==> config.mk <==
export PLATFORM = sky130hd
export DESIGN_NAME = clk_div_monitor_flat
export DESIGN_NICKNAME = d
export VERILOG_FILES = /design/src/rtl/clk_mon_pkg.sv /design/src/rtl/clk_div_monitor_if.sv /design/src/rtl/clk_edge_det.sv /design/src/rtl/clk_div_monitor.sv /design/src/flat_wrapper.sv
export SDC_FILE = /design/constraint.sdc
export NUM_CORES = 1
export LEC_CHECK = 0
export ABC_AREA = 1
export BUFFER_PORTS_ARGS = -buffer_cell sky130_fd_sc_hd__buf_2
export CAP_MARGIN = 10
export CORE_MARGIN = 5
export CORE_UTILIZATION = 57
export CTS_CLUSTER_SIZE = 40
export DETAILED_ROUTE_END_ITERATION = 16
export PLACE_DENSITY = 0.78
export SETUP_SLACK_MARGIN = 0.4
export SLEW_MARGIN = 20
export SYNTH_ARGS = -nofsm -noshare
export SYNTH_HDL_FRONTEND = slang
export SYNTH_SLANG_ARGS = --single-unit
==> constraint.sdc <==
create_clock -name CLK -period 2.37 [get_ports CLK]
set_input_delay 0.1185 -clock CLK [delete_from_list [all_inputs] [get_ports CLK]]
set_output_delay 0.1185 -clock CLK [all_outputs]
set_load 0.01 [all_outputs]
==> src/rtl/clk_mon_pkg.sv <==
// Shared definitions for the divided-clock monitor and other CLK-domain consumers.
//   state_t   : monitor FSM encoding (SEARCH=0, MEASURE=1, LOCKED=2)
//   cnt_width : bits needed to hold a counter value 0..max_val
package clk_mon_pkg;

    typedef enum logic [1:0] {
        ST_SEARCH  = 2'd0,
        ST_MEASURE = 2'd1,
        ST_LOCKED  = 2'd2
    } state_t;

    function automatic int cnt_width(input int max_val);
        return (max_val < 1) ? 1 : $clog2(max_val + 1);
    endfunction

endpackage

==> src/rtl/clk_div_monitor_if.sv <==
// Signal bundle between the divided-clock monitor and its surroundings.
//   CLK_DIV_IN  : divided clock under test (sampled as data in the CLK domain)
//   RISE_STB / FALL_STB : 1-cycle edge strobes
//   LOCKED, PERIOD_ERR, DUTY_ERR, ERR_COUNT, STUCK : monitor status
//   STATE       : debug view of the monitor FSM
// Modports: slave = the monitor, master = the source/consumer side.
// There is no valid/ready handshake here: every output is a level or a
// single-cycle pulse qualified only by the CLK edge it is registered on.
interface clk_div_monitor_if #(
    parameter int ERR_CNT_W = 8
);
    import clk_mon_pkg::*;

    logic                 CLK_DIV_IN;
    logic                 RISE_STB;
    logic                 FALL_STB;
    logic                 LOCKED;
    logic                 PERIOD_ERR;
    logic                 DUTY_ERR;
    logic [ERR_CNT_W-1:0] ERR_COUNT;
    logic                 STUCK;
    state_t               STATE;

    modport slave (
        input  CLK_DIV_IN,
        output RISE_STB, FALL_STB, LOCKED, PERIOD_ERR, DUTY_ERR,
               ERR_COUNT, STUCK, STATE
    );

    modport master (
        output CLK_DIV_IN,
        input  RISE_STB, FALL_STB, LOCKED, PERIOD_ERR, DUTY_ERR,
               ERR_COUNT, STUCK, STATE
    );

endinterface

==> src/rtl/clk_edge_det.sv <==
// Edge detector for a slow signal sampled in the CLK domain.
//   clk, rst_n : CLK and asynchronous active-low reset
//   din        : sampled input
//   rise, fall : combinational edge indications for the current sample
//   rise_stb, fall_stb : the same, registered (1-cycle latency, 1-cycle wide)
module clk_edge_det (
    input  logic clk,
    input  logic rst_n,
    input  logic din,
    output logic rise,
    output logic fall,
    output logic rise_stb,
    output logic fall_stb
);

    logic prev;

    assign rise = din & ~prev;
    assign fall = ~din & prev;

    always_ff @(posedge clk or negedge rst_n) begin
        if (!rst_n) begin
            prev     <= 1'b0;
            rise_stb <= 1'b0;
            fall_stb <= 1'b0;
        end else begin
            prev     <= din;
            rise_stb <= rise;
            fall_stb <= fall;
        end
    end

endmodule

==> src/rtl/clk_div_monitor.sv <==
// Receive-side checker for a divided clock sampled in the CLK domain.
// Measures period and high time in CLK cycles, flags mismatches, keeps a
// saturating error count and declares lock after LOCK_COUNT good periods.
//   CLK, RESET_L : reference clock, asynchronous active-low reset
//   mon (slave)  : CLK_DIV_IN in; strobes, status, ERR_COUNT and STATE out
// Optional feature: define CLK_DIV_MONITOR_STUCK_EN to enable a watchdog that
// drops back to SEARCH and raises STUCK when no rise arrives within
// 2*DIV_RATIO cycles. Without it STUCK is tied low.
module clk_div_monitor
    import clk_mon_pkg::*;
#(
    parameter int DIV_RATIO   = 4,
    parameter int HIGH_CYCLES = 2,
    parameter int LOCK_COUNT  = 4,
    parameter int ERR_CNT_W   = 8
) (
    input  logic               CLK,
    input  logic               RESET_L,
    clk_div_monitor_if.slave   mon
);

    localparam int PER_MAX = 2 * DIV_RATIO;
    localparam int CW      = cnt_width(PER_MAX);
    localparam int GW      = cnt_width(LOCK_COUNT);
    localparam logic [ERR_CNT_W+1:0] ERR_MAX = {2'b00, {ERR_CNT_W{1'b1}}};

    logic                 rise, fall;
    logic [CW-1:0]        per_cnt, hi_cnt;
    logic [GW-1:0]        good_cnt, good_nxt;
    logic                 fall_ok;
    state_t               state, state_nxt;
    logic                 period_err_nxt, duty_err_nxt, period_good;
    logic                 stuck_evt;
    logic                 period_err_q, duty_err_q;
    logic [ERR_CNT_W-1:0] err_cnt;
    logic [ERR_CNT_W+1:0] err_sum;

    clk_edge_det u_edge (
        .clk      (CLK),
        .rst_n    (RESET_L),
        .din      (mon.CLK_DIV_IN),
        .rise     (rise),
        .fall     (fall),
        .rise_stb (mon.RISE_STB),
        .fall_stb (mon.FALL_STB)
    );

    // Checks run only once a first rise has aligned the counters.
    assign duty_err_nxt   = fall & (state != ST_SEARCH) & (hi_cnt  != CW'(HIGH_CYCLES));
    assign period_err_nxt = rise & (state != ST_SEARCH) & (per_cnt != CW'(DIV_RATIO));
    // A period is good when its own length and the duty check inside it passed.
    assign period_good    = ~period_err_nxt & fall_ok;

    // Period / high-time counters; both restart at 1 on the rise sample.
    always_ff @(posedge CLK or negedge RESET_L) begin
        if (!RESET_L) begin
            per_cnt <= '0;
            hi_cnt  <= '0;
            fall_ok <= 1'b0;
        end else begin
            if (rise)
                per_cnt <= CW'(1);
            else if (per_cnt != CW'(PER_MAX))
                per_cnt <= per_cnt + CW'(1);

            if (rise)
                hi_cnt <= CW'(1);
            else if (mon.CLK_DIV_IN && (hi_cnt != CW'(PER_MAX)))
                hi_cnt <= hi_cnt + CW'(1);

            if (rise)
                fall_ok <= 1'b0;
            else if (fall && (state != ST_SEARCH))
                fall_ok <= (hi_cnt == CW'(HIGH_CYCLES));
        end
    end

    // FSM next state. Lock decisions are made only on rise samples.
    always_comb begin
        state_nxt = state;
        good_nxt  = good_cnt;
        stuck_evt = 1'b0;
        case (state)
            ST_SEARCH: begin
                if (rise) begin
                    state_nxt = ST_MEASURE;
                    good_nxt  = '0;
                end
            end
            ST_MEASURE: begin
                if (rise) begin
                    if (!period_good) begin
                        good_nxt = '0;
                    end else if (good_cnt == GW'(LOCK_COUNT - 1)) begin
                        good_nxt  = GW'(LOCK_COUNT);
                        state_nxt = ST_LOCKED;
                    end else begin
                        good_nxt = good_cnt + GW'(1);
                    end
                end
            end
            ST_LOCKED: begin
                if (rise && !period_good) begin
                    state_nxt = ST_MEASURE;
                    good_nxt  = '0;
                end
            end
            default: begin
                state_nxt = ST_SEARCH;
                good_nxt  = '0;
            end
        endcase
`ifdef CLK_DIV_MONITOR_STUCK_EN
        // per_cnt is about to reach its saturation value without a rise.
        if ((state != ST_SEARCH) && !rise && (per_cnt == CW'(PER_MAX - 1))) begin
            stuck_evt = 1'b1;
            state_nxt = ST_SEARCH;
            good_nxt  = '0;
        end
`endif
    end

    always_ff @(posedge CLK or negedge RESET_L) begin
        if (!RESET_L) begin
            state    <= ST_SEARCH;
            good_cnt <= '0;
        end else begin
            state    <= state_nxt;
            good_cnt <= good_nxt;
        end
    end

    // Two spare bits so simultaneous events can never wrap before clamping.
    assign err_sum = {2'b00, err_cnt}
                   + (ERR_CNT_W+2)'(period_err_nxt)
                   + (ERR_CNT_W+2)'(duty_err_nxt)
                   + (ERR_CNT_W+2)'(stuck_evt);

    always_ff @(posedge CLK or negedge RESET_L) begin
        if (!RESET_L) begin
            period_err_q <= 1'b0;
            duty_err_q   <= 1'b0;
            err_cnt      <= '0;
        end else begin
            period_err_q <= period_err_nxt;
            duty_err_q   <= duty_err_nxt;
            err_cnt      <= (err_sum > ERR_MAX) ? {ERR_CNT_W{1'b1}} : err_sum[ERR_CNT_W-1:0];
        end
    end

`ifdef CLK_DIV_MONITOR_STUCK_EN
    logic stuck_q;
    always_ff @(posedge CLK or negedge RESET_L) begin
        if (!RESET_L)
            stuck_q <= 1'b0;
        else if (stuck_evt)
            stuck_q <= 1'b1;
        else if (rise)
            stuck_q <= 1'b0;
    end
    assign mon.STUCK = stuck_q;
`else
    assign mon.STUCK = 1'b0;
`endif

    assign mon.LOCKED     = (state == ST_LOCKED);
    assign mon.PERIOD_ERR = period_err_q;
    assign mon.DUTY_ERR   = duty_err_q;
    assign mon.ERR_COUNT  = err_cnt;
    assign mon.STATE      = state;

endmodule

==> src/flat_wrapper.sv <==
// flat-port wrapper written by rule: the top's interface ports become plain ports
module clk_div_monitor_flat import clk_mon_pkg::*;
#(
    parameter int DIV_RATIO   = 4,
    parameter int HIGH_CYCLES = 2,
    parameter int LOCK_COUNT  = 4,
    parameter int ERR_CNT_W   = 8
)
  (CLK, RESET_L, mon_CLK_DIV_IN, mon_RISE_STB, mon_FALL_STB, mon_LOCKED, mon_PERIOD_ERR, mon_DUTY_ERR, mon_ERR_COUNT, mon_STUCK, mon_STATE);
  clk_div_monitor_if #(.ERR_CNT_W(ERR_CNT_W)) mon_i ();
  input  logic CLK;
  input  logic RESET_L;
  input wire logic [$bits(mon_i.CLK_DIV_IN)-1:0] mon_CLK_DIV_IN;
  output wire logic [$bits(mon_i.RISE_STB)-1:0] mon_RISE_STB;
  output wire logic [$bits(mon_i.FALL_STB)-1:0] mon_FALL_STB;
  output wire logic [$bits(mon_i.LOCKED)-1:0] mon_LOCKED;
  output wire logic [$bits(mon_i.PERIOD_ERR)-1:0] mon_PERIOD_ERR;
  output wire logic [$bits(mon_i.DUTY_ERR)-1:0] mon_DUTY_ERR;
  output wire logic [$bits(mon_i.ERR_COUNT)-1:0] mon_ERR_COUNT;
  output wire logic [$bits(mon_i.STUCK)-1:0] mon_STUCK;
  output wire logic [$bits(mon_i.STATE)-1:0] mon_STATE;
  assign mon_i.CLK_DIV_IN = mon_CLK_DIV_IN;
  assign mon_RISE_STB = mon_i.RISE_STB;
  assign mon_FALL_STB = mon_i.FALL_STB;
  assign mon_LOCKED = mon_i.LOCKED;
  assign mon_PERIOD_ERR = mon_i.PERIOD_ERR;
  assign mon_DUTY_ERR = mon_i.DUTY_ERR;
  assign mon_ERR_COUNT = mon_i.ERR_COUNT;
  assign mon_STUCK = mon_i.STUCK;
  assign mon_STATE = mon_i.STATE;
  clk_div_monitor #(.DIV_RATIO(DIV_RATIO), .HIGH_CYCLES(HIGH_CYCLES), .LOCK_COUNT(LOCK_COUNT), .ERR_CNT_W(ERR_CNT_W)) u_core (.CLK(CLK), .RESET_L(RESET_L), .mon(mon_i));
endmodule
Word-level counts from Yosys, hierarchy flattened:

Index checks and enable logic that the tools add are counted.

* divide/modulo/power cells: 0
* $add $sub $neg: 5
* reduce and logical (&&, ||, !) cells: 11
* multiply operators: 0
* muxes and demuxes: 19
* equality and inequality tests: 13
* bitwise operators: 10
* magnitude comparators: 1
* shift-type cells: 0

Operator list (count)
* 4-bit 2-to-1 mux: 4
* 3-bit 2-to-1 mux: 5
* 10-bit by 1-bit adder with 10-bit output: 1
* 10-bit by 8-bit greater-than comparator with 1-bit output, second input constant: 1
* 2-bit 2-to-1 mux: 5
* 2-bit by 1-bit != test with 1-bit output, second input constant: 5
* 8-bit by 1-bit adder with 9-bit output: 1
* 3-bit one-hot mux with 3 select lines: 1
* 4-bit by 1-bit adder with 4-bit output, second input constant: 2
* 8-bit 2-to-1 mux: 1
* 4-bit != test, second input constant: 2
* 2-bit nonzero test: 4
* 1-bit AND: 7
* 2-bit one-hot mux with 3 select lines: 1
* 5-bit AND reduction: 1
* 4-bit by 2-bit == test with 1-bit output, second input constant: 1
* 4-bit by 2-bit != test with 1-bit output, second input constant: 1
* 4-bit by 3-bit != test with 1-bit output, second input constant: 1
* 3-bit by 1-bit adder with 3-bit output, second input constant: 1
* 3-bit by 2-bit == test with 1-bit output, second input constant: 1
* 1-bit logical AND: 3
* 1-bit inverter: 3
* 3-bit AND reduction: 1
* 2-bit by 1-bit == test with 1-bit output, second input constant: 1
* other kinds (4): 5

* bits in registers: 27
* bits of input ports: 3
* logic and storage cells: 70
* bits in writable memories: 0
* latch bits: 0
* memory bits (read-only): 0
* memories kept: 0

Longest topological paths before layout:

Gate-level depths: netlist of the first run.

* depth in word-level cells: 10
* depth in mapped cells: 17
* gate-level depth less buffers: 17

By module:

Synthesis of the first run repeated with hierarchy kept, for this count alone.

* cells, all modules: 153
* area, all modules: 1366.3 µm²

Modules (own cells, without submodules)
* clk_div_monitor: cells an instance 146, area an instance 1276.2 µm², times used 1, sequential area each 600.6 µm²
* clk_edge_det: cells an instance 7, area an instance 90.1 µm², times used 1, sequential area each 75.1 µm²

Worst setup path before layout of the first run:

No wires, ideal clock.

* kind: flip-flop to flip-flop
* start: reg u_core.per_cnt[0]
* end: reg u_core.err_cnt[7] (netlist: u_core.mon.ERR_COUNT[7])
* stages on the path, launching flop included: 17
* data arrival time: 2043 ps
* path slack: 209 ps
* required time: 2252 ps
* library setup time: 118 ps
* cells stage by stage: dfrtp_1 > inv_1 > ha_1 > nand3_1 > nand3_2 > inv_1 > ha_1 > ha_1 > ha_1 > inv_1 > nor2_2 > nand2_1 > nor2_4 > nand3_2 > nand2_2 > inv_2 > nand2_1

* cells in the longest elaborated chain, start to end: 6

Ends and longest elaborated chain
* start, declared: line clk_div_monitor.sv:28 `logic [CW-1:0] per_cnt, hi_cnt;`
* start signal, assigned: line clk_div_monitor.sv:64 `per_cnt <= per_cnt + CW'(1);`
* 4-bit by 3-bit != test with 1-bit output *: line clk_div_monitor.sv:50 `assign period_err_nxt = rise & (state != ST_SEARCH) & (per_cnt != CW'(DIV_RATIO));`
* 1-bit AND *: line clk_div_monitor.sv:50
* net u_core.period_err_nxt: line clk_div_monitor.sv:32 `logic period_err_nxt, duty_err_nxt, period_good;`
* 8-bit by 1-bit adder with 9-bit output *: line clk_div_monitor.sv:135 `+ (ERR_CNT_W+2)'(period_err_nxt)`
* 10-bit by 1-bit adder with 10-bit output *: line clk_div_monitor.sv:136 `+ (ERR_CNT_W+2)'(duty_err_nxt)`
* 10-bit by 8-bit greater-than comparator with 1-bit output: line clk_div_monitor.sv:147 `err_cnt <= (err_sum > ERR_MAX) ? {ERR_CNT_W{1'b1}} : err_sum[ERR_CNT_W-1:0];`
* 8-bit 2-to-1 mux *: line clk_div_monitor.sv:147
* end signal, assigned: line clk_div_monitor.sv:147
* end, declared: line clk_div_monitor.sv:35 `logic [ERR_CNT_W-1:0] err_cnt;`

Mark *: on every way through the listed nets, which the timed path passes. The rest lies on a longest branch.
A chain may end at the register's enable or synchronous reset.

Final worst setup path of the first run:

* start: reg u_core.per_cnt[0]
* end: reg u_core.err_cnt[6] (netlist: u_core.mon.ERR_COUNT[6])

Same word-level chain as after synthesis.

==> out/metrics.sh, run 1 <==
RESULT_OF_THE_RUN='complete, no violations'
SYNTHDOMINANTAREACELLTYPE='dfrtp_1'
HOLD_CLASS='primary input to flip-flop'
CTS-ROOT-BUF='clkbuf_4'
POWER_DENSITY_nW_PER_UM2=1090
FINAL-SETUP-VIOL-COUNT=0
DRT_DRC_VIOLATIONS_LEFT=0
SYNTH.CELL_AREA_UM2=1570
YOSYS_REGISTER_BITS=27
MAX_CAP_VIOL_COUNT=0
SYNTH.TOP_CELLS.BY_AREA='dfrtp_1 43%, nand2_1 12%, ha_1 9.6%'
SYNTH.DISTINCT_CELLS=22
FIN_WORST_SKEW_NS=0.00598
SYNTHARSTFLOPSHARE_PCT=100
YOSYSTOPAREACELLSHARE_PCT=43.1
CRITPATHARRIVALTIME_NS=2.39
SYNTH_SEQUENTIAL_AREA_RATIO_PCT=43.1
DETAIL_ROUTE.WL_PER_CELL_UM=12.8
SYN-NUM-NETS=211
FIN_TNS_SETUP_NS=0
HOLD_VIOLATIONS=0
PORT-BUFFER-COUNT=17
CRITICAL_PATH_CLASS='flip-flop to flip-flop'
DIE_X_UM=62.4
TRACK_USAGE_PCT=18.3
FILL_CELLS=200
CTS.HTREE.LEVELS=1
SYNTHTOLAYOUTAREAGROWTH_PCT=23.0
FINAL_CELL_MIX='45 x nand2_1, 28 x inv_1, 27 x dfrtp_1'
SHARE_OF_LAYOUT_CELLS_ABOVE_DRIVE_STRENGTH_1_PCT=29.3
SETUP.WORST_PATH.START_CLASS='flip-flop'
TRITONCTS='built'
MIN_PERIOD_OVER_PERIOD_PCT=89.6
DRT_FIRST_PASS_ITERS=4
GRT_SETUP_UNREPAIRED='yes'
GRT_ANTENNA_BEFORE_REPAIR=0
HIGHEST_FANOUT_SEEN_ON_THE_CRITICAL_PATH=7
CLOCK.FMAX_MHz=471
FIRST_GLOBAL_VIAS=1410
CTS_BUFFER_DEPTH=2
WORST_SETUP_PATH_END_KIND='flip-flop'
N_ANTENNA_CELL=0
SYNTHCELLS=196
POSTROUTEANTENNANETS=0
TIMING.CRITICAL_PATH.REQUIRED_NS=2.64
HOLDWS_NS=0.0453
MULTI_INPUT_COMB_AREA_UM2=842
AREA_ENCLOSED_BY_THE_DIE_BOUNDARY_UM2=3900
POSTSYNTHAREAPERCELL_UM2=7.99
WORST_SETUP_HOLD_PATH_CLK_SLEW_NS=0.14
YOSYSWARNINGS=0
ROUTED_WL_MM=3.36
FINAL-MAX-SLEW-VIOLATION-COUNT=0
GRT_MAX_DEGREE=28
MOST_COMMON_CELL_AFTER_LAYOUT_FILL_AND_TAPS_ASIDE='nand2_1'
POWER_LEAKAGE_nW=1.00
CHIPHEIGHT_UM=62.4
SYNTH_EDF_COUNT=0
VIA_PER_INST=5.17
AREA.SEQUENTIAL_UM2=676
DETAILROUTE.VIA_COUNT=1359
CLK-INSERTION-DELAY-LATE_NS=0.32
SLEW-LIMIT-HEADROOM_PCT=59.8
GRT_FIRST_PASS_WIRELENGTH_MM=5.87
GR-TOTAL-OVERFLOW=0
RRSETUPSLACK_NS=0.25
PERIOD_MINUS_SLACK_NS=2.12
IO-PIN-COUNT=19
FP.COREAREA_UM2=2690
PEAKVDDDROP_mV=0.870
DRT_ITER0_MARKERS=56
STARTING_DENSITY_OF_THE_CORE_PCT=58.3
DETAILED_PLACE_HPWL_MM=2.50
NUMCTSBUFFERS=3
GP_CONGESTION=0.836
CTS_SINKS=27
ROW_COUNT=19
SYNTH_FF_TYPE='dfrtp_1'
FINAL_NETS=248
TIGHTEST_SLEW_NS=0.602
[cell type report]
| cell class | count | area share (%) |
|---|---|---|
| multi-input combinational | 133 | 43.7 |
| clock buffer | 4 | 1.36 |
| tap | 31 | 2.01 |
| inverter | 35 | 6.95 |
| sequential | 27 | 35.1 |
| timing repair buffer | 33 | 10.9 |
[worst paths after layout]
kind / from / endpoint / cells after the start
setup / recovery: u_core.per_cnt[0] / u_core.mon.ERR_COUNT[6] / 16
hold / removal: mon_CLK_DIV_IN / u_core.u_edge.fall_stb / 2
setup reg to reg: u_core.per_cnt[0] / u_core.mon.ERR_COUNT[6] / 16
hold reg to reg: u_core.u_edge.prev / u_core.u_edge.rise_stb / 1
max in group asynchronous: RESET_L / u_core.mon.DUTY_ERR / 2
min in group asynchronous: RESET_L / u_core.mon.ERR_COUNT[5] / 2
[what timing repair did]
| action | in CTS | in global routing |
|---|---|---|
| pin swaps | 8 | 1 |
| setup endpoints to repair | 8 | 8 |
| gates resized for setup | 8 | 0 |
| buffers inserted | 7 | 7 |
| endpoints found under the hold margin | 28 | 0 |
| hold buffers | 2 | 0 |
[registers in the layout, indices dropped and copies added (netlist names), 2 cells and up]
signal / cells
u_core.mon.STATE: 2
u_core.good_cnt: 3
u_core.mon.ERR_COUNT: 8
u_core.per_cnt: 4
u_core.hi_cnt: 4
[metrics by stage]
stage | worst slack [ns] | power (mW) | cell area [um2] | instances | utilization [%]
floorplan | 0.387 | 1.49 | 1640 | 196 | -
global placement | 0.305 | 1.70 | 1750 | 243 | 65.3
detailed placement | 0.196 | 1.77 | 1750 | 243 | 65.3
CTS | 0.317 | 2.05 | 1870 | 256 | 69.8
global route | 0.109 | 2.30 | 1930 | 263 | 71.7
finish | 0.247 | 2.10 | 1930 | 263 | 71.7
[synthesized netlist by cell type (4+ instances only)]
library cell and number:
a21oi_1 5, dfrtp_1 27, ha_1 12, inv_1 32
nand2_1 51, nand2_2 4, nand3_1 17, nor2_1 11
nor2_4 4, o21ai_0 11
[critical path, stage by stage (launching register included)]
cell     delay [ns]
dfrtp_1        0.42
inv_2          0.09
ha_4           0.14
nand3_2        0.06
nand3_2        0.09
inv_2          0.06
ha_4           0.16
ha_4           0.27
ha_4           0.12
inv_2          0.04
nor2_4         0.09
nand2_2        0.10
nor2_4         0.13
nand3_2        0.09
nand2_2        0.10
inv_4          0.06
nand2_2        0.06
[cell families (layout without fill, tap and decap cells)]
| family | count (synthesis) | in the layout | synth area share [%] |
|---|---|---|---|
| AO/OA/AOI/OAI | 19 | 19 | 6.63 |
| flip-flops | 27 | 27 | 43.1 |
| buffers and inverters | 36 | 72 | 8.87 |
| AND/OR/NAND/NOR | 96 | 96 | 28.8 |
| other | 1 | 1 | 0.239 |
| XOR/XNOR | 5 | 5 | 2.80 |
| adder cells (fa/ha/maj) | 12 | 12 | 9.58 |
[metal layers]
layer,vias up,routed length (um),part of all wire (%),track usage [%]
met1,636,1330,39,19.7
met3,10,106,3.2,2.34
met4,0,78,2.3,7.69
li1,685,-,-,-
met2,28,1850,55,35.2
met5,-,0,0,0
[report_power, final]
part,internal (mW),switching [mW]
clock network,0.0658,0.132
registers,0.626,0.162
logic,0.473,0.638
total,1.16,0.933
No activity file was read; power rests on OpenSTA's default activity.
==> inputs of run 2 (changes only) <==
--- a/config.mk
+++ b/config.mk
@@ -12,6 +12,8 @@
 export CORE_UTILIZATION = 57
 export CTS_CLUSTER_SIZE = 40
 export DETAILED_ROUTE_END_ITERATION = 16
+export GPL_TIMING_DRIVEN = 0
+export MAX_ROUTING_LAYER = met4
 export PLACE_DENSITY = 0.78
 export SETUP_SLACK_MARGIN = 0.4
 export SLEW_MARGIN = 20
==> run 2 against run 1 <==
Effect of this change:
- fmax up 1.9%
- combinational power shrank 7%
- critical path depth is the same
- largest power group unchanged
==> out/metrics.sh, run 2 (synthesis results as in run 1) <==
MET1_USAGE_PCT=17.5  # -2.2 points
GR-TOTAL-OVERFLOW=0  # unchanged
HOLD_CLASS='primary input to flip-flop'
MIN_PERIOD_OVER_PERIOD_PCT=87.9  # -1.7 points
CTS_SINKS=27  # unchanged
MAX_CAP_VIOL_COUNT=0  # unchanged
RR_WORST_DEPTH=16  # unchanged
FIN_WORST_SKEW_NS=0.00292  # -0.00306 ns
POWER_LEAKAGE_nW=0.977  # -2.7%
FIN_UTIL_PCT=70.2  # -1.5 points
GP_CONGESTION=0.797  # -4.7%
HOLD_VIOLATIONS=0  # unchanged
DRT_DRC_VIOLATIONS_LEFT=0  # unchanged
ROW_COUNT=19  # unchanged
DETAILROUTE.VIA_COUNT=1309  # -3.7%
SYNTHTOLAYOUTAREAGROWTH_PCT=20.4
SHARE_COMB_OF_TOTAL_POWER_PCT=51.1  # -1.9 points
TRITONCTS='built'
FIRST_GLOBAL_VIAS=1360  # -3.5%
LARGEST_REGISTER_FFS=8  # unchanged
WORST_R2R_STARTPOINT='u_core.per_cnt[1]'
SLEW-LIMIT-HEADROOM_PCT=59.9  # about the same
GRT_ANTENNA_BEFORE_REPAIR=0  # unchanged
GRT_FIRST_PASS_WIRELENGTH_MM=5.48  # -6.7%
HP-START='mon_CLK_DIV_IN'
GRT_MAX_DEGREE=28  # unchanged
FINAL_NETS=243  # -2.0%
AREA_ENCLOSED_BY_THE_DIE_BOUNDARY_UM2=3900  # unchanged
MOST_COMMON_CELL_AFTER_LAYOUT_FILL_AND_TAPS_ASIDE='nand2_1'
GRT_SETUP_UNREPAIRED='yes'
CRITICAL_PATH_CLASS='flip-flop to flip-flop'
RESULT_OF_THE_RUN='complete, no violations'
TRACK_USAGE_PCT=17.2  # -1.1 points
RRSETUPSLACK_NS=0.29  # +0.04 ns
FINAL-MAX-SLEW-VIOLATION-COUNT=0  # unchanged
N_ANTENNA_CELL=0  # unchanged
DIE_X_UM=62.4  # unchanged
PERIOD_MINUS_SLACK_NS=2.08  # -0.0400 ns
GR-MAX-USAGE-LAYER='met2'
WORST_SETUP_HOLD_PATH_CLK_SLEW_NS=0.15  # about the same
ROUTED_WL_MM=3.04  # -9.6%
POWER.SHARE.CLOCK_PCT=10.1  # +0.7 points
DETAILED_PLACE_HPWL_MM=2.32  # -7.1%
DRT_FIRST_PASS_ITERS=4  # unchanged
WORST_SETUP_PATH_END_KIND='flip-flop'
CHIPHEIGHT_UM=62.4  # unchanged
POSTROUTEANTENNANETS=0  # unchanged
FIN_TNS_SETUP_NS=0  # unchanged
VIA_PER_INST=5.07  # -1.8%
SETUP.WORST_PATH.START_CLASS='flip-flop'
WORST_HOLD_PATH.NUM_CELLS=2  # unchanged
FINAL_CELL_MIX='49 x nand2_1, 28 x inv_1, 27 x dfrtp_1'
DETAIL_ROUTE.WL_PER_CELL_UM=11.8  # -7.8%
CLOCK.FMAX_MHz=480  # +1.9%
CELL_CHAIN_CRITICAL_PATH='inv_2, ha_4, nand3_2, nand3_2, inv_4, ha_4, ha_4, ha_4, inv_2, nor2_4, nand2_2, nor2_4, nand3_2, nand2_2, inv_4, nand2_1'
STARTING_DENSITY_OF_THE_CORE_PCT=58.3  # unchanged
GLOBAL_ROUTE.USAGE.MET3_PCT=2.16  # -0.18 points
CRIT_PATH_MAX_INCR_DELAY_NS=0.43  # about the same
CTS_BUFFER_DEPTH=2  # unchanged
NUMCTSBUFFERS=3  # unchanged
CTS-ROOT-BUF='clkbuf_4'
MIN_DELAY_WORST_ENDPOINT='u_core.u_edge.fall_stb'
SEQUENTIALPOWERSHARE_PCT=38.8  # +1.2 points
CRITICAL-PATH-SLOWEST-CELL='dfrtp_1'
FINAL-SETUP-VIOL-COUNT=0  # unchanged
FP.COREAREA_UM2=2690  # unchanged
IO-PIN-COUNT=19  # unchanged
HIGHEST_FANOUT_SEEN_ON_THE_CRITICAL_PATH=7  # unchanged
R2R_ENDPOINT='u_core.mon.ERR_COUNT[6]'
POWER.NET_SWITCHING_mW=0.896  # -3.9%
POWER_DENSITY_nW_PER_UM2=1070  # -1.7%
DRT_ITER0_MARKERS=51  # -8.9%
CELL_MODE_ON_CRITICAL_PATH='ha_4'
CLK-INSERTION-DELAY-LATE_NS=0.33  # about the same
FILL_CELLS=226  # +13%
CRITPATHARRIVALTIME_NS=2.36  # -0.03 ns
SHARE_OF_LAYOUT_CELLS_ABOVE_DRIVE_STRENGTH_1_PCT=26.0  # -3.3 points
TIGHTEST_SLEW_NS=0.602  # -0.000605 ns
TIMING.CRITICAL_PATH.REQUIRED_NS=2.65  # about the same
SWITCHING_SHARE_OF_POWER_PCT=44.4  # about the same
PORT-BUFFER-COUNT=17  # unchanged
CELL_INTERNAL_PWR_mW=1.12  # -3.7%
PEAKVDDDROP_mV=0.727  # -16%
GRT_USE_MET2_PCT=33.7  # -1.6 points
CTS.HTREE.LEVELS=1  # unchanged
==> run 2: cell count changes in the layout (fill, tap and decap cells not counted), sizes merged <==
| cell | delta |
|---|---|
| buf | -5 |
==> run 2: worst max-delay path: cells and delay by family (launching register included) <==
kind | cells | cell delay [ns]
adder cells (fa/ha/maj) | 4 | 0.70
AND/OR/NAND/NOR | 8 | 0.68
flip-flops | 1 | 0.43
buffers and inverters | 4 | 0.23
==> run 2: power by group through the flow <==
stage / Clock, mW / Combinational (mW) / Sequential (mW)
3_5_place_dp: 0 / 0.962 / 0.796
5_1_grt: 0.229 / 1.18 / 0.808
2_1_floorplan: 0 / 0.666 / 0.819
3_3_place_gp: 0 / 0.907 / 0.784
4_1_cts: 0.209 / 1.03 / 0.781
6_report: 0.204 / 1.03 / 0.783
==> run 2: metrics by stage <==
step / total power [mW] / instance area (um2) / hold WS [ns] / std cells / setup WS [ns]
2_1_floorplan: 1.49 / 1640 / -0.177 / 196 / 0.387
3_3_place_gp: 1.69 / 1760 / 0.149 / 244 / 0.255
5_1_grt: 2.22 / 1890 / 0.0321 / 258 / 0.114
3_5_place_dp: 1.76 / 1760 / 0.159 / 244 / 0.182
4_1_cts: 2.02 / 1870 / 0.0273 / 256 / 0.285
6_report: 2.02 / 1890 / 0.0353 / 258 / 0.287
==> run 2: worst max path at each step <==
stage | start | depth (start not counted) | slack, ns | end
2_1_floorplan | u_core.per_cnt[1] | 16 | 0.39 | u_core.mon.ERR_COUNT[5]
3_3_place_gp | u_core.per_cnt[1] | 16 | 0.25 | u_core.mon.ERR_COUNT[6]
3_5_place_dp | u_core.per_cnt[0] | 16 | 0.18 | u_core.mon.ERR_COUNT[6]
4_1_cts | u_core.per_cnt[0] | 16 | 0.29 | u_core.mon.ERR_COUNT[6]
5_1_grt | u_core.per_cnt[0] | 16 | 0.11 | u_core.mon.ERR_COUNT[6]
6_report | u_core.per_cnt[1] | 16 | 0.29 | u_core.mon.ERR_COUNT[6]
==> run 2: cell type report <==
cell class,instances,area [um2],share of cell area (%)
Clock buffer,4,26.3,1.39
Inverter,35,136,7.23
Buffer,1,7.51,0.398
Sequential cell,27,676,35.8
Tap cell,31,38.8,2.06
Timing Repair Buffer,27,165,8.75
Multi-Input combinational cell,133,837,44.4
==> run 2: per-layer routing <==
layer	share of wire [%]	vias to the layer above
met4	0.92	0
met3	3.6	4
met2	53	27
li1	-	673
met5	0	-
met1	42	605
==> run 2: timing repair <==
action	4_1_cts	5_1_grt
hold buffers	2	0
gates resized for setup	5	1
hold endpoints to repair	28	0
pin swaps	6	0
setup endpoints to repair	8	8
buffers inserted	6	2
==> inputs of run 3 (changes only) <==
--- a/config.mk
+++ b/config.mk
@@ -9,14 +9,13 @@
 export BUFFER_PORTS_ARGS = -buffer_cell sky130_fd_sc_hd__buf_2
 export CAP_MARGIN = 10
 export CORE_MARGIN = 5
-export CORE_UTILIZATION = 57
+export CORE_UTILIZATION = 30
 export CTS_CLUSTER_SIZE = 40
 export DETAILED_ROUTE_END_ITERATION = 16
-export GPL_TIMING_DRIVEN = 0
+export GPL_TIMING_DRIVEN = 1
 export MAX_ROUTING_LAYER = met4
-export PLACE_DENSITY = 0.78
+export PLACE_DENSITY = 0.47
 export SETUP_SLACK_MARGIN = 0.4
-export SLEW_MARGIN = 20
 export SYNTH_ARGS = -nofsm -noshare
 export SYNTH_HDL_FRONTEND = slang
 export SYNTH_SLANG_ARGS = --single-unit
==> run 3 against run 2 <==
Effect of this change:
- non-clock buffer count down 1
- die area up 74%
- setup slack better by 0.058 ns
- clock-buffer cell count down 1
- power up 3.9%
- first-iteration DRC count down 41%
- critical endpoint is now u_core.mon.ERR_COUNT[3]
- final area up 4.2%
- highest routed layer unchanged
- largest power group unchanged
==> out/metrics.sh, run 3 (synthesis results as in run 1) <==
SLEW-LIMIT-HEADROOM_PCT=58.5  # -1.4 points
SYNTHTOLAYOUTAREAGROWTH_PCT=25.5
VIA_PER_INST=4.28  # -16%
GP_CONGESTION=0.759  # -4.7%
TRITONCTS='built'
DRT_DRC_VIOLATIONS_LEFT=0  # unchanged
WORST_SETUP_HOLD_PATH_CLK_SLEW_NS=0.10  # -0.05 ns
STARTING_DENSITY_OF_THE_CORE_PCT=30.9  # -27 points
DETAIL_ROUTE.WL_PER_CELL_UM=10.9  # -7.1%
FINAL-MAX-SLEW-VIOLATION-COUNT=0  # unchanged
CRITICAL-PATH-SLOWEST-CELL='dfrtp_1'
FP.COREAREA_UM2=5070  # +89%
CLK-INSERTION-DELAY-LATE_NS=0.28  # -0.05 ns
N_ANTENNA_CELL=0  # unchanged
TIMING.CRITICAL_PATH.REQUIRED_NS=2.59  # -0.06 ns
RESULT_OF_THE_RUN='complete, no violations'
AREA_ENCLOSED_BY_THE_DIE_BOUNDARY_UM2=6770  # +74%
FINAL_NETS=242  # -0.41%
HOLD_CLASS='primary input to flip-flop'
POSTROUTEANTENNANETS=0  # unchanged
SETUP.WORST_PATH.START_CLASS='flip-flop'
GR-MAX-USAGE-LAYER='met2'
ROW_COUNT=26  # +7
CTS.HTREE.LEVELS=1  # unchanged
DRT_FIRST_PASS_ITERS=6  # +2
GRT_MAX_DEGREE=28  # unchanged
CRITICAL_PATH_CLASS='flip-flop to flip-flop'
WORST_SETUP_PATH_END_KIND='flip-flop'
DETAILED_PLACE_HPWL_MM=2.48  # +6.7%
POWER_LEAKAGE_nW=0.990  # +1.3%
POWER_DENSITY_nW_PER_UM2=1070  # -0.25%
CELL_MODE_ON_CRITICAL_PATH='ha_4'
DPL_WORST_SLACK_NS=0.238  # +0.0564 ns
IO-PIN-COUNT=19  # unchanged
R2R_ENDPOINT='u_core.mon.ERR_COUNT[3]'
HOLD_VIOLATIONS=0  # unchanged
PORT-BUFFER-COUNT=17  # unchanged
MET1_USAGE_PCT=14.1  # -3.4 points
FINAL-SETUP-VIOL-COUNT=0  # unchanged
GRT_ANTENNA_BEFORE_REPAIR=0  # unchanged
FINAL_CELL_MIX='48 x nand2_1, 28 x inv_1, 27 x dfrtp_1'
CELL_CHAIN_CRITICAL_PATH='inv_1, nand2_1, nand3_2, inv_2, ha_4, ha_4, ha_4, inv_2, nor2_4, nand2_2, nor2_4, nand3_2, nand2_2, inv_4, nand2_1'
CTS_SINKS=27  # unchanged
NUMCTSBUFFERS=3  # unchanged
MAX_CAP_VIOL_COUNT=0  # unchanged
CLOCK.FMAX_MHz=494  # +2.8%
CTS_BUFFER_DEPTH=2  # unchanged
PEAKVDDDROP_mV=0.288  # -60%
DRT_ITER0_MARKERS=30  # -41%
GR-TOTAL-OVERFLOW=0  # unchanged
PERIOD_MINUS_SLACK_NS=2.03  # -0.0577 ns
FIN_TNS_SETUP_NS=0  # unchanged
ROUTED_WL_MM=3.24  # +6.6%
HIGHEST_FANOUT_SEEN_ON_THE_CRITICAL_PATH=7  # unchanged
GRT_SETUP_UNREPAIRED='yes'
CRITPATHARRIVALTIME_NS=2.25  # -0.11 ns
RRSETUPSLACK_NS=0.34  # +0.06 ns
SHARE_OF_LAYOUT_CELLS_ABOVE_DRIVE_STRENGTH_1_PCT=28.3  # +2.3 points
CTS-ROOT-BUF='clkbuf_8'
GLOBAL_ROUTE.USAGE.MET3_PCT=1.95  # -0.21 points
GRT_USE_MET2_PCT=17.1  # -17 points
GRT_FIRST_PASS_WIRELENGTH_MM=5.44  # -0.62%
MOST_COMMON_CELL_AFTER_LAYOUT_FILL_AND_TAPS_ASIDE='nand2_1'
MIN_PERIOD_OVER_PERIOD_PCT=85.5  # -2.4 points
WORST_R2R_STARTPOINT='u_core.mon.STATE[0]'
RR_WORST_DEPTH=15  # -1
DIE_X_UM=82.3  # +32%
FINALWORSTSETUPSLACK_NS=0.345  # +0.0577 ns
HP-START='mon_CLK_DIV_IN'
LARGEST_REGISTER_FFS=8  # unchanged
FIN_WORST_SKEW_NS=0.00565  # +0.00274 ns
DETAILROUTE.VIA_COUNT=1266  # -3.3%
MIN_DELAY_WORST_ENDPOINT='u_core.u_edge.prev'
FIRST_GLOBAL_VIAS=1141  # -16%
WORST_HOLD_PATH.NUM_CELLS=1  # -1
TIGHTEST_SLEW_NS=0.622  # +0.0203 ns
CHIPHEIGHT_UM=82.3  # +32%
TRACK_USAGE_PCT=10.8  # -6.3 points
CRIT_PATH_MAX_INCR_DELAY_NS=0.41  # -0.02 ns
## run 3: cell types whose count changed in the layout (fill, tap and decap cells not counted), moves of 2 or more
cell	delta
nor2_2	+2
clkbuf_8	+3
nor2_1	-2
clkbuf_4	-3
## run 3: layout make-up
type / instances / area [um2]
clock buffer: 3 / 41.3
clock inverter: 1 / 7.51
fill: 550 / 3110
inverter: 35 / 134
multi-input combinational: 133 / 857
sequential: 27 / 676
tap: 70 / 87.6
timing repair buffer: 27 / 163
## run 3: power by group
part	internal (mW)	switching (mW)	total [mW]	leakage, nW
Sequential	0.627	0.156	0.783	0.336
Clock	0.119	0.152	0.272	0.0217
Combinational	0.433	0.609	1.04	0.633
Total	1.18	0.918	2.10	0.990
## run 3: worst max-delay path: cells and delay by family, from the launching register on
kind	cells	cell delay (ns)
simple gates	8	0.73
fa+ha+maj	3	0.56
buf+inv	4	0.29
flops	1	0.41
## run 3: repair_timing
action,4_1_cts,5_1_grt
gates cloned,0,0
buffers inserted,5,3
hold buffers,1,0
hold endpoints to repair,27,0
endpoints found under the setup margin,8,8
pin swaps,3,1
gates resized for setup,6,4
## run 3: worst max path at each step
stage / cells past startpoint / to / start
4_1_cts: 16 / u_core.mon.ERR_COUNT[3] / u_core.per_cnt[1]
6_report: 15 / u_core.mon.ERR_COUNT[3] / u_core.mon.STATE[0]
3_5_place_dp: 16 / u_core.mon.ERR_COUNT[3] / u_core.per_cnt[1]
2_1_floorplan: 16 / u_core.mon.ERR_COUNT[5] / u_core.per_cnt[1]
5_1_grt: 16 / u_core.mon.ERR_COUNT[7] / u_core.per_cnt[0]
3_3_place_gp: 16 / u_core.mon.ERR_COUNT[0] / u_core.per_cnt[1]
## run 3: metrics by stage
| stage | hold slack [ns] | area, um2 | instances | utilization [%] | power [mW] |
|---|---|---|---|---|---|
| 4_1_cts | 0.00754 | 1930 | 293 | 37.9 | 2.09 |
| 6_report | 0.0211 | 1970 | 296 | 38.7 | 2.10 |
| 5_1_grt | 0.00635 | 1970 | 296 | 38.7 | 2.31 |
| 3_3_place_gp | 0.185 | 1810 | 283 | 35.7 | 1.77 |
| 3_5_place_dp | 0.186 | 1810 | 283 | 35.7 | 1.75 |
| 2_1_floorplan | -0.177 | 1640 | 196 | - | 1.49 |
## run 3: layer usage
layer | vias to the layer above | part of all wire [%] | wire [um]
met5 | - | 0 | 0
met4 | 0 | 1.1 | 36
met3 | 4 | 3.0 | 96
met2 | 14 | 48 | 1560
met1 | 579 | 48 | 1550
li1 | 669 | - | -
